$ cat src/rtl/spi_pkg.sv
// Shared types and constants for the SPI master scheduler slice.
package spi_pkg;

   localparam int unsigned SPI_WORD_BITS = 8;
   localparam int unsigned SEL_W         = 2;

   localparam logic [SEL_W-1:0] SPI_DESELECT = 2'b11;

   typedef enum logic [2:0] {
      IDLE  = 3'd0,
      SETUP = 3'd1,
      START = 3'd2,
      XFER  = 3'd3,
      DONE  = 3'd4,
      GAP   = 3'd5
   } sched_state_e;

   // One requester's transfer as captured at arbitration time.
   typedef struct packed {
      logic [SEL_W-1:0]         slave;
      logic [SPI_WORD_BITS-1:0] data;
   } spi_req_t;

endpackage

$ cat src/rtl/spi_master_scheduler_if.sv
// Client-side request/ack bus plus the SPI master control bus of the scheduler.
interface spi_master_scheduler_if
   import spi_pkg::*;
#(
   parameter int unsigned NUM_REQ = 3
);

   logic [NUM_REQ-1:0]               req;
   logic [SEL_W*NUM_REQ-1:0]         req_slave;
   logic [SPI_WORD_BITS*NUM_REQ-1:0] req_data;
   logic [NUM_REQ-1:0]               ack;
   logic [SPI_WORD_BITS-1:0]         rx_data;
   logic                             err;
   logic                             busy;
   logic                             spi_start;
   logic [SEL_W-1:0]                 spi_slave_select;
   logic [SPI_WORD_BITS-1:0]         spi_data_to_send;
   logic [SPI_WORD_BITS-1:0]         spi_data_received;

   // The scheduler itself.
   modport slave (
      input  req, req_slave, req_data, spi_data_received,
      output ack, rx_data, err, busy, spi_start, spi_slave_select, spi_data_to_send
   );

   // Clients plus the SPI master, seen from outside the scheduler.
   modport master (
      output req, req_slave, req_data, spi_data_received,
      input  ack, rx_data, err, busy, spi_start, spi_slave_select, spi_data_to_send
   );

endinterface

$ cat src/rtl/spi_master_scheduler_rr_arbiter.sv
// Round-robin priority picker: first set request at or after ptr, wrapping.
module rr_arbiter
   import spi_pkg::*;
#(
   parameter int unsigned NUM_REQ = 3,
   localparam int unsigned IDX_W  = (NUM_REQ > 1) ? $clog2(NUM_REQ) : 1
) (
   input  logic [NUM_REQ-1:0] req,
   input  logic [IDX_W-1:0]   ptr,
   output logic [IDX_W-1:0]   winner_c,
   output logic               valid_c
);

   int unsigned idx;

   // Scan from the farthest offset down so the nearest hit to ptr wins.
   always_comb begin
      winner_c = '0;
      valid_c  = 1'b0;
      idx      = 0;
      for (int unsigned k = 0; k < NUM_REQ; k++) begin
         idx = (32'(ptr) + NUM_REQ - 1 - k) % NUM_REQ;
         if (req[idx[IDX_W-1:0]]) begin
            winner_c = IDX_W'(idx);
            valid_c  = 1'b1;
         end
      end
   end

endmodule

$ cat src/rtl/spi_master_scheduler.sv
// Shares one SPI master among NUM_REQ clients: arbitrates, sequences and times each byte exchange.
module spi_master_scheduler
   import spi_pkg::*;
#(
   parameter int unsigned NUM_REQ     = 3,
   parameter int unsigned XFER_CYCLES = 10,
   parameter int unsigned GAP_CYCLES  = 2
) (
   input logic                   clk,
   input logic                   reset,
   spi_master_scheduler_if.slave bus
);

   localparam int unsigned IDX_W   = (NUM_REQ > 1) ? $clog2(NUM_REQ) : 1;
   localparam int unsigned CNT_MAX = (XFER_CYCLES > GAP_CYCLES) ? XFER_CYCLES : GAP_CYCLES;
   localparam int unsigned CNT_W   = $clog2(CNT_MAX + 1);

   sched_state_e     state;
   logic [IDX_W-1:0] rr_ptr;
   logic [IDX_W-1:0] win_idx;
   logic [CNT_W-1:0] counter;
   spi_req_t         cur;

   logic [IDX_W-1:0] grant_c;
   logic             grant_valid_c;
   spi_req_t         pick_c;

   rr_arbiter #(
      .NUM_REQ (NUM_REQ)
   ) u_arb (
      .req      (bus.req),
      .ptr      (rr_ptr),
      .winner_c (grant_c),
      .valid_c  (grant_valid_c)
   );

   // Slave index and byte belonging to the current arbitration winner.
   always_comb begin
      pick_c = '0;
      for (int unsigned i = 0; i < NUM_REQ; i++) begin
         if (grant_c == IDX_W'(i)) begin
            pick_c.slave = bus.req_slave[SEL_W*i +: SEL_W];
            pick_c.data  = bus.req_data[SPI_WORD_BITS*i +: SPI_WORD_BITS];
         end
      end
   end

   always_ff @(posedge clk or posedge reset) begin
      if (reset) begin
         state                <= IDLE;
         rr_ptr               <= '0;
         win_idx              <= '0;
         counter              <= '0;
         cur                  <= '0;
         bus.ack              <= '0;
         bus.err              <= 1'b0;
         bus.busy             <= 1'b0;
         bus.rx_data          <= '0;
         bus.spi_start        <= 1'b0;
         bus.spi_slave_select <= SPI_DESELECT;
         bus.spi_data_to_send <= '0;
      end else begin
         bus.ack <= '0;
         bus.err <= 1'b0;
         case (state)
            IDLE: begin
               if (grant_valid_c) begin
                  win_idx  <= grant_c;
                  cur      <= pick_c;
                  bus.busy <= 1'b1;
                  // An illegal slave index is answered without touching the bus.
                  state    <= (pick_c.slave == SPI_DESELECT) ? DONE : SETUP;
               end
            end
            SETUP: begin
               bus.spi_data_to_send <= cur.data;
               state                <= START;
            end
            START: begin
               bus.spi_start        <= 1'b1;
               bus.spi_slave_select <= cur.slave;
               counter              <= '0;
               state                <= XFER;
            end
            XFER: begin
               bus.spi_start <= 1'b0;
               if (counter == CNT_W'(XFER_CYCLES - 1)) begin
                  bus.rx_data <= bus.spi_data_received;
                  state       <= DONE;
               end else begin
                  counter <= counter + CNT_W'(1);
               end
            end
            DONE: begin
               bus.ack              <= NUM_REQ'(1) << win_idx;
               bus.err              <= (cur.slave == SPI_DESELECT);
               bus.spi_slave_select <= SPI_DESELECT;
               rr_ptr               <= (32'(win_idx) == NUM_REQ - 1) ? '0 : win_idx + IDX_W'(1);
               counter              <= '0;
               if (cur.slave == SPI_DESELECT) begin
                  state    <= IDLE;
                  bus.busy <= 1'b0;
               end else begin
                  state <= GAP;
               end
            end
            GAP: begin
               if (counter == CNT_W'(GAP_CYCLES - 1)) begin
                  state    <= IDLE;
                  bus.busy <= 1'b0;
               end else begin
                  counter <= counter + CNT_W'(1);
               end
            end
            default: begin
               state    <= IDLE;
               bus.busy <= 1'b0;
            end
         endcase
      end
   end

endmodule

$ cat src/flat_wrapper.sv
// flat-port wrapper written by rule: the top's interface ports become plain ports
module spi_master_scheduler_flat import spi_pkg::*;
#(
   parameter int unsigned NUM_REQ     = 3,
   parameter int unsigned XFER_CYCLES = 10,
   parameter int unsigned GAP_CYCLES  = 2
)
  (clk, reset, bus_req, bus_req_slave, bus_req_data, bus_spi_data_received, bus_ack, bus_rx_data, bus_err, bus_busy, bus_spi_start, bus_spi_slave_select, bus_spi_data_to_send);
  spi_master_scheduler_if #(.NUM_REQ(NUM_REQ)) bus_i ();
  input logic clk;
  input logic reset;
  input wire logic [$bits(bus_i.req)-1:0] bus_req;
  input wire logic [$bits(bus_i.req_slave)-1:0] bus_req_slave;
  input wire logic [$bits(bus_i.req_data)-1:0] bus_req_data;
  input wire logic [$bits(bus_i.spi_data_received)-1:0] bus_spi_data_received;
  output wire logic [$bits(bus_i.ack)-1:0] bus_ack;
  output wire logic [$bits(bus_i.rx_data)-1:0] bus_rx_data;
  output wire logic [$bits(bus_i.err)-1:0] bus_err;
  output wire logic [$bits(bus_i.busy)-1:0] bus_busy;
  output wire logic [$bits(bus_i.spi_start)-1:0] bus_spi_start;
  output wire logic [$bits(bus_i.spi_slave_select)-1:0] bus_spi_slave_select;
  output wire logic [$bits(bus_i.spi_data_to_send)-1:0] bus_spi_data_to_send;
  assign bus_i.req = bus_req;
  assign bus_i.req_slave = bus_req_slave;
  assign bus_i.req_data = bus_req_data;
  assign bus_i.spi_data_received = bus_spi_data_received;
  assign bus_ack = bus_i.ack;
  assign bus_rx_data = bus_i.rx_data;
  assign bus_err = bus_i.err;
  assign bus_busy = bus_i.busy;
  assign bus_spi_start = bus_i.spi_start;
  assign bus_spi_slave_select = bus_i.spi_slave_select;
  assign bus_spi_data_to_send = bus_i.spi_data_to_send;
  spi_master_scheduler #(.NUM_REQ(NUM_REQ), .XFER_CYCLES(XFER_CYCLES), .GAP_CYCLES(GAP_CYCLES)) u_core (.clk(clk), .reset(reset), .bus(bus_i));
endmodule
$ cat config.mk
export PLATFORM = sky130hd
export DESIGN_NAME = spi_master_scheduler_flat
export DESIGN_NICKNAME = d
export VERILOG_FILES = /design/src/rtl/spi_pkg.sv /design/src/rtl/spi_master_scheduler_if.sv /design/src/rtl/spi_master_scheduler_rr_arbiter.sv /design/src/rtl/spi_master_scheduler.sv /design/src/flat_wrapper.sv
export SDC_FILE = /design/constraint.sdc
export NUM_CORES = 1
export LEC_CHECK = 0
export CORE_MARGIN = 2
export CORE_UTILIZATION = 42
export DETAILED_ROUTE_END_ITERATION = 6
export PLACE_DENSITY_LB_ADDON = 0.1
export SYNTH_ARGS = -nofsm -noshare
export SYNTH_HDL_FRONTEND = slang
export SYNTH_SLANG_ARGS = --single-unit
$ cat constraint.sdc
create_clock -name clk -period 2.1 [get_ports clk]
set_input_delay 0.525 -clock clk [delete_from_list [all_inputs] [get_ports clk]]
set_output_delay 0.525 -clock clk [all_outputs]
set_load 0.02 [all_outputs]
==> impl_metrics.csv <==
group,metric,value,unit
run_status,status,"finished clean",
placement,finalWeightedCongestion,0.789,
synthesis,synth_fp_nets,252,
timing,min_period_over_period,0.993,
clock_network,clockBufferDepth,2,
worst_setup_path,cpPeakStageDelay,0.45,ns
synthesis,synth_top_area_share,0.475,
timing,tightestPinTransition,0.476,ns
cells_and_area,final_cell_mix,"64 x clkdlybuf4s50_1, 42 x dfrtp_1, 20 x buf_4",
pwr,power_switching,1.43,mW
die,rows,26,
cells_and_area,final_nets,347,
die,die_area,0.00600,mm^2
global_routing,grt_max_degree,46,
timing,finalSetupViolations,0,
worst_setup_path,arrival,2.26,ns
cells_and_area,final_util,0.676,
die,die_x,77.4,um
clock_network,clk_pin_slew_worst_paths,0.08,ns
pwr,internal-power,2.61,mW
worst_setup_path,reg2reg_depth,8,
worst_setup_path,critPathTopFamily,"compound AO/OA/AOI/OAI gates",
detailed_routing,drc_errors,0,
worst_setup_path,path_max_fanout,8,
die,die_height,77.4,um
clock_network,clk_latency,0.29,ns
timing,relSlewSlack,0.682,
timing,tns,0,ns
synthesis,synth-edff-count,0,
global_routing,antenna_found_initial,0,
detailed_routing,drtIter0Drc,74,
worst_setup_path,critPathLaunch,"u_core.rr_ptr[1]",
pwr,power_density,1160,mW/mm^2
placement,dpl_cell_area,0.00312,mm^2
timing,hold_viol,0,
die,io_pins,67,
pwr,clkPwrFrac,0.124,
placement,portBuffers,66,
die,core,0.00514,mm^2
synthesis,ys_warn_count,0,
timing,final_max_slew_viol_count,0,
synthesis,synth_ff_type,"dfrtp_1",
cells_and_area,nFillCells,436,
worst_setup_path,cp.depth,8,
worst_setup_path,critPathRequiredTime,2.27,ns
global_routing,grtUsageTotal,0.169,
pwr,p_leak,1.56,nW
detailed_routing,wl_per_cell,13.9,um
detailed_routing,wirelength,5130,um
synthesis,synth-async-reset-ratio,1.00,
worst_setup_path,start_kind,"flip-flop",
worst_setup_path,rrSetupSlack,0.02,ns
pwr,peakVddDrop,0.683,mV
synthesis,syn_area_per_cell,11.1,um^2
placement,dp_hpwl,3470,um
synthesis,synth.area.top_cells,"dfrtp_1 48%, mux2_2 9.4%, mux2i_1 5.3%",
timing,period_minus_slack,2.08,ns
synthesis,syn_inst,204,
worst_setup_path,cp_num_buf_inv,2,
cells_and_area,area_delta_synth_final,53.3,%
worst_setup_path,endpoint,"u_core.cur[5]",
detailed_routing,via_count,1879,
clock_network,clockRootBuffer,"clkbuf_8",
cells_and_area,layout.cells.most_common,"clkdlybuf4s50_1",
synthesis,seq_area_frac_synth,0.498,
clock_network,numCtsBuffers,5,
synthesis,synthDistinctLibCells,40,
detailed_routing,drtPass1Iterations,4,
worst_setup_path,r2r-start,"u_core.rr_ptr[1]",
pwr,p_seq_frac,0.377,
worst_setup_path,crit_top_cell,"buf_6",
worst_setup_path,critPathSlowestCell,"dfrtp_2",
worst_setup_path,cp_cell_sequence,"ha_4, buf_6, nor2b_4, o211ai_1, o22a_2, buf_6, o221ai_2, mux2_4",
hold_path,hold_path_class,"reg -> reg",
cells_and_area,drive_gt1_frac,0.280,
cells_and_area,num_antenna_cells,0,
synthesis,yosysTopAreaCell,"dfrtp_1",
timing,rsz0062_at_grt,"true",
cells_and_area,design_area,0.00347,mm^2
global_routing,grt_pass1_wl,8230,um
clock_network,cts_max_level,2,
detailed_routing,vias_per_cell,5.08,
pwr,swShare,0.353,
worst_setup_path,regToRegEndpoint,"u_core.cur[5]",
flow_run,cap_violations,0,
timing,fin_skew,0.0104,ns
global_routing,grt_pass1_vias,1807,
pwr,comb_power_share,0.499,
clock_network,cts_sinks,45,
global_routing,overflow,0,
worst_setup_path,crit_type,"reg -> reg",
detailed_routing,postRouteAntennaNets,0,
worst_setup_path,endpoint_kind,"flip-flop",
timing,max_freq,480,MHz
die,start_util,0.441,
clock_network,cts_tree,"built",
synthesis,syn_area,0.00226,mm^2
pwr,p_total,4.04,mW
synthesis,synth_seq_cells,45,
## cell families (layout without fill, tap and decap cells)
family          after synthesis  count (layout)  share of synthesized area
mux                          31              31                      0.148
flops                        45              45                      0.498
xor+xnor                      2               2                    0.00774
simple gates                 56              56                      0.123
compound gates               47              47                      0.152
fa+ha+maj                     5               5                     0.0276
buf+inv                      18             114                     0.0442
## what timing repair did
| action | CTS | global route |
|---|---|---|
| setup buffers | 2 | 7 |
| hold buffers | 0 | 0 |
| setup endpoints to repair | 10 | 15 |
| gates cloned | 1 | 1 |
| pin swaps | 1 | 8 |
| resized for setup | 7 | 31 |
## layer usage
layer  part of all wire  up-vias  GRT usage
met4             0.0066        0     0.0375
li1                   -      916          -
met3              0.053        7     0.0488
met2               0.50       61      0.283
met1               0.44      895      0.218
met5                  0        -          0
## layout make-up
cell class              count  area (um^2)  share of cell area
multi-input cells         141         1160               0.333
flip-flops and latches     45         1130               0.325
repair buffers             97          983               0.283
well taps                  70         87.6              0.0252
clock buffers               8         80.1              0.0231
inverters                   9         33.8             0.00973
## flip-flops by register name, indices dropped and copies added, names as in the netlist
register	cells
u_core.counter	4
u_core.rr_ptr	2
u_core.state	3
u_core.win_idx	2
u_core.bus.spi_slave_select	2
u_core.cur	10
u_core.bus.spi_data_to_send	8
u_core.bus.ack	3
u_core.bus.err	1
u_core.bus.spi_start	1
u_core.bus.busy	1
u_core.bus.rx_data	8
## synth_stat cells, types with 5 or more instances
cell	n
a21o_1	11
nor2_1	16
mux2i_1	12
a211oi_1	8
o21ai_0	7
inv_1	9
nand2_1	15
mux2_2	19
dfrtp_1	43
ha_1	5
## power by group through the flow
stage | sequential, mW | combinational (mW) | clock (mW)
global placement | 1.53 | 1.77 | 0
floorplan | 1.69 | 0.918 | 0
global route | 1.59 | 2.19 | 0.567
finish | 1.52 | 2.02 | 0.501
CTS | 1.52 | 1.84 | 0.519
detailed placement | 1.53 | 1.80 | 0
## stage by stage
stage	hold WS, ns	setup slack, ns	std cells
6_report	0.480	0.0152	370
5_1_grt	0.502	-0.0723	370
4_1_cts	0.483	0.0115	362
3_5_place_dp	0.469	-0.269	351
3_3_place_gp	0.461	-0.256	351
2_1_floorplan	0.444	0.0444	204
## worst min-delay path by stage
stage / endpoint / depth (start not counted) / slack, ns / from
final: u_core.cur[0] / 1 / 0.48 / u_core.cur[0]
after detailed placement: u_core.cur[0] / 1 / 0.47 / u_core.cur[0]
after floorplan: u_core.cur[0] / 1 / 0.44 / u_core.cur[0]
after global routing: u_core.cur[0] / 1 / 0.50 / u_core.cur[0]
after global placement: u_core.cur[2] / 1 / 0.46 / u_core.cur[2]
after CTS: u_core.cur[0] / 1 / 0.48 / u_core.cur[0]
Note: power is estimated with default switching activity, not from simulation.
